## src/rtl/csa_subtractor_16bit_pipe.sv

```systemverilog
// csa_subtractor_16bit_pipe
// Two-stage pipelined carry-select subtractor: diff = a - b - bin.
// Stage 1 computes the low half and both high-half candidates.
// Stage 2 selects the high half using the low-half carry and produces
// the borrow-out and signed-overflow flags.
// Valid/ready on both sides; full throughput when the consumer is ready.
// Datapath registers load only when a valid item moves into them, so
// diff/bout/ovf keep their last values while out_valid is low.
// WIDTH must be even: the split point is WIDTH/2.

module csa_subtractor_16bit_pipe #(
  parameter int WIDTH = 16
) (
  input  logic             clk,
  input  logic             rst,
  input  logic             in_valid,
  output logic             in_ready,
  input  logic [WIDTH-1:0] a,
  input  logic [WIDTH-1:0] b,
  input  logic             bin,
  output logic             out_valid,
  input  logic             out_ready,
  output logic [WIDTH-1:0] diff,
  output logic             bout,
  output logic             ovf
);

  localparam int HALF = WIDTH / 2;
  localparam int HW   = WIDTH - HALF;

  // pipeline advance controls
  logic adv1;
  logic adv2;

  // stage 1 combinational results
  logic [HALF:0] lo_sum;
  logic [HW:0]   hi0_sum;
  logic [HW:0]   hi1_sum;

  // stage 1 registers
  logic            s1_v_q,     s1_v_d;
  logic [HALF-1:0] s1_dlo_q,   s1_dlo_d;
  logic            s1_cl_q,    s1_cl_d;
  logic [HW-1:0]   s1_hi0_q,   s1_hi0_d;
  logic            s1_c0_q,    s1_c0_d;
  logic [HW-1:0]   s1_hi1_q,   s1_hi1_d;
  logic            s1_c1_q,    s1_c1_d;
  logic            s1_amsb_q,  s1_amsb_d;
  logic            s1_bmsb_q,  s1_bmsb_d;

  // stage 2 combinational results
  logic [HW-1:0]    hi_sel;
  logic             co_sel;
  logic [WIDTH-1:0] diff_new;
  logic             bout_new;
  logic             ovf_new;

  // output registers
  logic             out_valid_q, out_valid_d;
  logic [WIDTH-1:0] diff_q,      diff_d;
  logic             bout_q,      bout_d;
  logic             ovf_q,       ovf_d;

  // handshake: a stage advances when it is empty or the stage after it advances
  always_comb begin
    adv2     = !out_valid_q || out_ready;
    adv1     = !s1_v_q || adv2;
    in_ready = adv1;
  end

  // stage 1 arithmetic: a + ~b + ~bin, high half speculated for both carries
  always_comb begin
    lo_sum  = {1'b0, a[HALF-1:0]} + {1'b0, ~b[HALF-1:0]} + {{HALF{1'b0}}, ~bin};
    hi0_sum = {1'b0, a[WIDTH-1:HALF]} + {1'b0, ~b[WIDTH-1:HALF]};
    hi1_sum = {1'b0, a[WIDTH-1:HALF]} + {1'b0, ~b[WIDTH-1:HALF]} + {{HW{1'b0}}, 1'b1};
  end

  // stage 1 next state: valid follows in_valid on advance, data loads only on a real transfer
  always_comb begin
    s1_v_d    = s1_v_q;
    s1_dlo_d  = s1_dlo_q;
    s1_cl_d   = s1_cl_q;
    s1_hi0_d  = s1_hi0_q;
    s1_c0_d   = s1_c0_q;
    s1_hi1_d  = s1_hi1_q;
    s1_c1_d   = s1_c1_q;
    s1_amsb_d = s1_amsb_q;
    s1_bmsb_d = s1_bmsb_q;
    if (adv1) begin
      s1_v_d = in_valid;
      if (in_valid) begin
        s1_dlo_d  = lo_sum[HALF-1:0];
        s1_cl_d   = lo_sum[HALF];
        s1_hi0_d  = hi0_sum[HW-1:0];
        s1_c0_d   = hi0_sum[HW];
        s1_hi1_d  = hi1_sum[HW-1:0];
        s1_c1_d   = hi1_sum[HW];
        s1_amsb_d = a[WIDTH-1];
        s1_bmsb_d = b[WIDTH-1];
      end
    end
  end

  // stage 1 registers
  always_ff @(posedge clk or posedge rst) begin
    if (rst) begin
      s1_v_q    <= 1'b0;
      s1_dlo_q  <= '0;
      s1_cl_q   <= 1'b0;
      s1_hi0_q  <= '0;
      s1_c0_q   <= 1'b0;
      s1_hi1_q  <= '0;
      s1_c1_q   <= 1'b0;
      s1_amsb_q <= 1'b0;
      s1_bmsb_q <= 1'b0;
    end else begin
      s1_v_q    <= s1_v_d;
      s1_dlo_q  <= s1_dlo_d;
      s1_cl_q   <= s1_cl_d;
      s1_hi0_q  <= s1_hi0_d;
      s1_c0_q   <= s1_c0_d;
      s1_hi1_q  <= s1_hi1_d;
      s1_c1_q   <= s1_c1_d;
      s1_amsb_q <= s1_amsb_d;
      s1_bmsb_q <= s1_bmsb_d;
    end
  end

  // stage 2 select: the low-half carry picks the high-half candidate and final carry
  always_comb begin
    hi_sel   = s1_cl_q ? s1_hi1_q : s1_hi0_q;
    co_sel   = s1_cl_q ? s1_c1_q  : s1_c0_q;
    diff_new = {hi_sel, s1_dlo_q};
    bout_new = ~co_sel;
    ovf_new  = (s1_amsb_q != s1_bmsb_q) && (diff_new[WIDTH-1] != s1_amsb_q);
  end

  // output next state: hold everything while stalled, load data only for a valid item
  always_comb begin
    out_valid_d = out_valid_q;
    diff_d      = diff_q;
    bout_d      = bout_q;
    ovf_d       = ovf_q;
    if (adv2) begin
      out_valid_d = s1_v_q;
      if (s1_v_q) begin
        diff_d = diff_new;
        bout_d = bout_new;
        ovf_d  = ovf_new;
      end
    end
  end

  // output registers
  always_ff @(posedge clk or posedge rst) begin
    if (rst) begin
      out_valid_q <= 1'b0;
      diff_q      <= '0;
      bout_q      <= 1'b0;
      ovf_q       <= 1'b0;
    end else begin
      out_valid_q <= out_valid_d;
      diff_q      <= diff_d;
      bout_q      <= bout_d;
      ovf_q       <= ovf_d;
    end
  end

  // output port drive
  always_comb begin
    out_valid = out_valid_q;
    diff      = diff_q;
    bout      = bout_q;
    ovf       = ovf_q;
  end

endmodule

```

## config.mk

```make
export PLATFORM = sky130hd
export DESIGN_NAME = csa_subtractor_16bit_pipe
export DESIGN_NICKNAME = d
export VERILOG_FILES = /design/src/rtl/csa_subtractor_16bit_pipe.sv
export SDC_FILE = /design/constraint.sdc
export NUM_CORES = 1
export LEC_CHECK = 0
export ABC_AREA = 1
export CAP_MARGIN = 20
export CORE_UTILIZATION = 52
export DETAILED_ROUTE_END_ITERATION = 10
export GPL_TIMING_DRIVEN = 0
export PLACE_DENSITY = 0.81
export SETUP_SLACK_MARGIN = 0.15
export SLEW_MARGIN = 15
export SYNTH_ARGS = -nofsm -noshare
export SYNTH_HDL_FRONTEND = slang
export SYNTH_SLANG_ARGS = --single-unit
export TNS_END_PERCENT = 5
```

## constraint.sdc

```tcl
create_clock -name clk -period 2.2 [get_ports clk]
set_input_delay 0.55 -clock clk [delete_from_list [all_inputs] [get_ports clk]]
set_output_delay 0.55 -clock clk [all_outputs]
set_load 0.005 [all_outputs]
```

==> flow_summary.json <==
{
  "grt_use_met3": 0.0384,
  "synth_top_cells_by_count": "104 x nand2_1, 62 x inv_1, 49 x dfrtp_1, 32 x o21ai_0, 19 x nor2_1",
  "timing_worst_setup_path_type": "in2reg",
  "portBuffers": 56,
  "number_of_remaining_drc_errors": 0,
  "ys.flop_type": "dfrtp_1",
  "post_drt_wl_per_cell_um": 12.6,
  "dieHeight_um": 75.6,
  "timing.rr.start": "out_valid",
  "ctsHoldBuffers": 0,
  "powerDensity_nw_per_um2": 779,
  "globalRouteOverflowTotal": 0,
  "io_pins": 57,
  "fin_crit_ns": 2.03,
  "groute.layer.met2.usage": 0.390,
  "gpl_wtd_cong": 0.810,
  "seq_area_frac_synth": 0.435,
  "global_route.usage.met1": 0.314,
  "post-synth-top-count-cell": "nand2_1",
  "status": "completed",
  "area_growth_syn_to_layout_pct": 38.2,
  "tritoncts.num_buffers": 5,
  "worst-slew-pin-transition_ns": 0.451,
  "grt_max_degree": 30,
  "number_of_nets_in_the_layout": 491,
  "synth-seq-cells": 49,
  "worst_hold_startpoint": "s1_dlo_q[2]",
  "synthesis.yosys.warnings": 0,
  "critical_path.cell_chain": "clkdlybuf4s50_1, inv_2, ha_4, nand3_2, nand2_2, nand2_1, nand2_2, nand3_4, nor2_4, nand4_1, nand3_2, nand2_1",
  "cts-root-buf": "clkbuf_8",
  "mappedNetlistArea_um2": 2820,
  "synthDistinctLibCells": 29,
  "postSynthAreaPerCell_um2": 7.78,
  "ys_async_sr_fraction": 1.00,
  "standard_cell_with_the_maximum_stage_delay_on_the_critical_path": "clkdlybuf4s50_1",
  "worst_setup_margin_ns": 0.167,
  "timing.max_cap.violations": 0,
  "globalRouteTotalUtil": 0.232,
  "netlist.top_cell.by_area": "dfrtp_1",
  "vias_per_cell": 5.07,
  "placeableCoreArea_um2": 5170,
  "timing.final.hold_violations": 0,
  "grt_pass1_vias": 2215,
  "num_vias": 2564,
  "worstSetupEndpointType": "flip-flop",
  "fin_skew_ns": 0.00912,
  "synth_area_leaders": "dfrtp_1 44%, nand2_1 14%, inv_1 8.3%",
  "dpl.hpwl_um": 4460,
  "fp.dieArea_um2": 5710,
  "clockBufferDepth": 2,
  "report.final.setup_viol": 0,
  "numClockSinks": 49,
  "place_ws_ns": -0.677,
  "total_power_mw": 3.03,
  "rr_worst_depth": 6,
  "r2r-end": "s1_hi1_q[4]",
  "max_stage_delay_ns": 0.47,
  "max_slew_margin": 0.699,
  "initialDrtViolationCount": 154,
  "nFillCells": 368,
  "maxSlewViolCount": 0,
  "ant_diodes": 0,
  "period_share": 0.924,
  "wl_um": 6370,
  "floorplan.initialDensity": 0.545,
  "cts-htree-levels": 2,
  "fmax_mhz": 492,
  "cellLeakagePower_nw": 1.92,
  "crit_fanout": 5,
  "drt_first_pass_iters": 4,
  "synth-edff-count": 0,
  "antenna_left": 0,
  "fin_tns_setup_ns": 0,
  "timing.hold.worst_path_depth": 2,
  "worst_hold_path_type": "reg2reg",
  "rsz0062_at_grt": "yes",
  "reg2reg_setup_slack_ns": 0.66,
  "antenna_found_initial": 0,
  "layout-drive-gt1-share": 0.167,
  "clk_latency_ns": 0.30,
  "core.rowCount": 26,
  "fp.dieW_um": 75.6,
  "cp.required_ns": 2.40,
  "wire_length_of_the_first_global_routing_pass_um": 9930,
  "postSynthCellCount": 362,
  "peakVddDrop_uv": 422,
  "worst_hold_path.endpoint": "diff[2]",
  "worst_ep_arrival_time_ns": 2.24,
  "net_count_of_the_mapped_netlist": 418,
  "synth_top_cell_area_share": 0.435,
  "tritoncts": "built",
  "startpoint_class_of_the_critical_path": "input pin",
  "grt.busiest_layer": "met2",
  "clkSlewWorstSetupHoldPaths_ns": 0.09
}
cells by family after synthesis:
logic type | after synthesis | synth area share
AOI/OAI and AO/OA | 59 | 0.116
xor gates and xnor gates | 3 | 0.00933
adders and majority gates | 19 | 0.0924
buffers and inverters | 72 | 0.100
DFF | 49 | 0.435
muxes | 1 | 0.00400
and+or+nand+nor | 159 | 0.243
state kept, by name, indices dropped and copies added (netlist names):
signal     count
bout           1
diff          16
out_valid      1
ovf            1
s1_amsb_q      1
s1_bmsb_q      1
s1_c0_q        1
s1_c1_q        1
s1_cl_q        1
s1_dlo_q       8
s1_hi0_q       8
s1_hi1_q       8
s1_v_q         1
per-layer routing:
metal	vias up	wire, um
li1	1302	-
met1	1183	2930
met2	73	3140
met3	6	242
met4	0	59
met5	-	0
cell usage in the layout, fill, tap and decap left out, types with 7 or more instances in the layout:
master | netlist | routed
clkdlybuf4s50_1 | 0 | 46
o21ai_0 | 32 | 31
inv_1 | 62 | 53
dfrtp_1 | 49 | 49
ha_1 | 16 | 9
clkbuf_1 | 6 | 7
nand3_1 | 18 | 13
nand2_2 | 6 | 10
nand3_2 | 3 | 7
ha_4 | 0 | 7
buf_4 | 0 | 9
inv_2 | 0 | 7
nand2_1 | 104 | 99
a21oi_1 | 12 | 8
nor2_1 | 19 | 18
what timing repair did:
item | 4_1_cts | 5_1_grt
pin swaps | 13 | 20
resized for setup | 33 | 29
endpoints found under the setup margin | 16 | 11
setup buffers | 4 | 5
worst max path at each step:
stage                     start  cells past startpoint     endpoint
after floorplan            b[8]                     13      s1_c1_q
after global placement     b[8]                     14      s1_c1_q
after detailed placement   b[8]                     14      s1_c1_q
after CTS                  a[8]                     11  s1_hi1_q[7]
after global routing      b[11]                     12  s1_hi1_q[4]
final                     b[11]                     12      s1_c1_q
cell type report:
| type | count | area, um^2 | area share |
|---|---|---|---|
| inverter | 62 | 248 | 0.0637 |
| clock buffer | 7 | 86.3 | 0.0222 |
| sequential | 49 | 1230 | 0.315 |
| buffer | 10 | 48.8 | 0.0125 |
| clock inverter | 1 | 30.0 | 0.00772 |
| timing repair buffer | 66 | 658 | 0.169 |
| multi-input combinational | 241 | 1510 | 0.387 |
| tap | 70 | 87.6 | 0.0225 |
critical path: cells and delay by family:
family                     cells  cell delay [ns]
and+or+nand+nor                9             0.88
buffers and inverters          2             0.52
adders and majority gates      1             0.29
report_power, final:
part | switching, mW | total, mW | internal [mW]
Clock | 0.287 | 0.658 | 0.371
Sequential | 0.118 | 1.26 | 1.14
Combinational | 0.549 | 1.12 | 0.566
metrics by stage:
step / area, um^2 / cells / hold WS, ns / utilization
4_1_cts: 3730 / 501 / 0.478 / 0.722
3_5_place_dp: 3520 / 489 / 0.457 / 0.681
3_3_place_gp: 3500 / 488 / 0.451 / 0.677
5_1_grt: 3890 / 506 / 0.501 / 0.752
2_1_floorplan: 2860 / 362 / 0.436 / -
6_report: 3890 / 506 / 0.477 / 0.752
No activity file was read; power rests on OpenSTA's default activity.
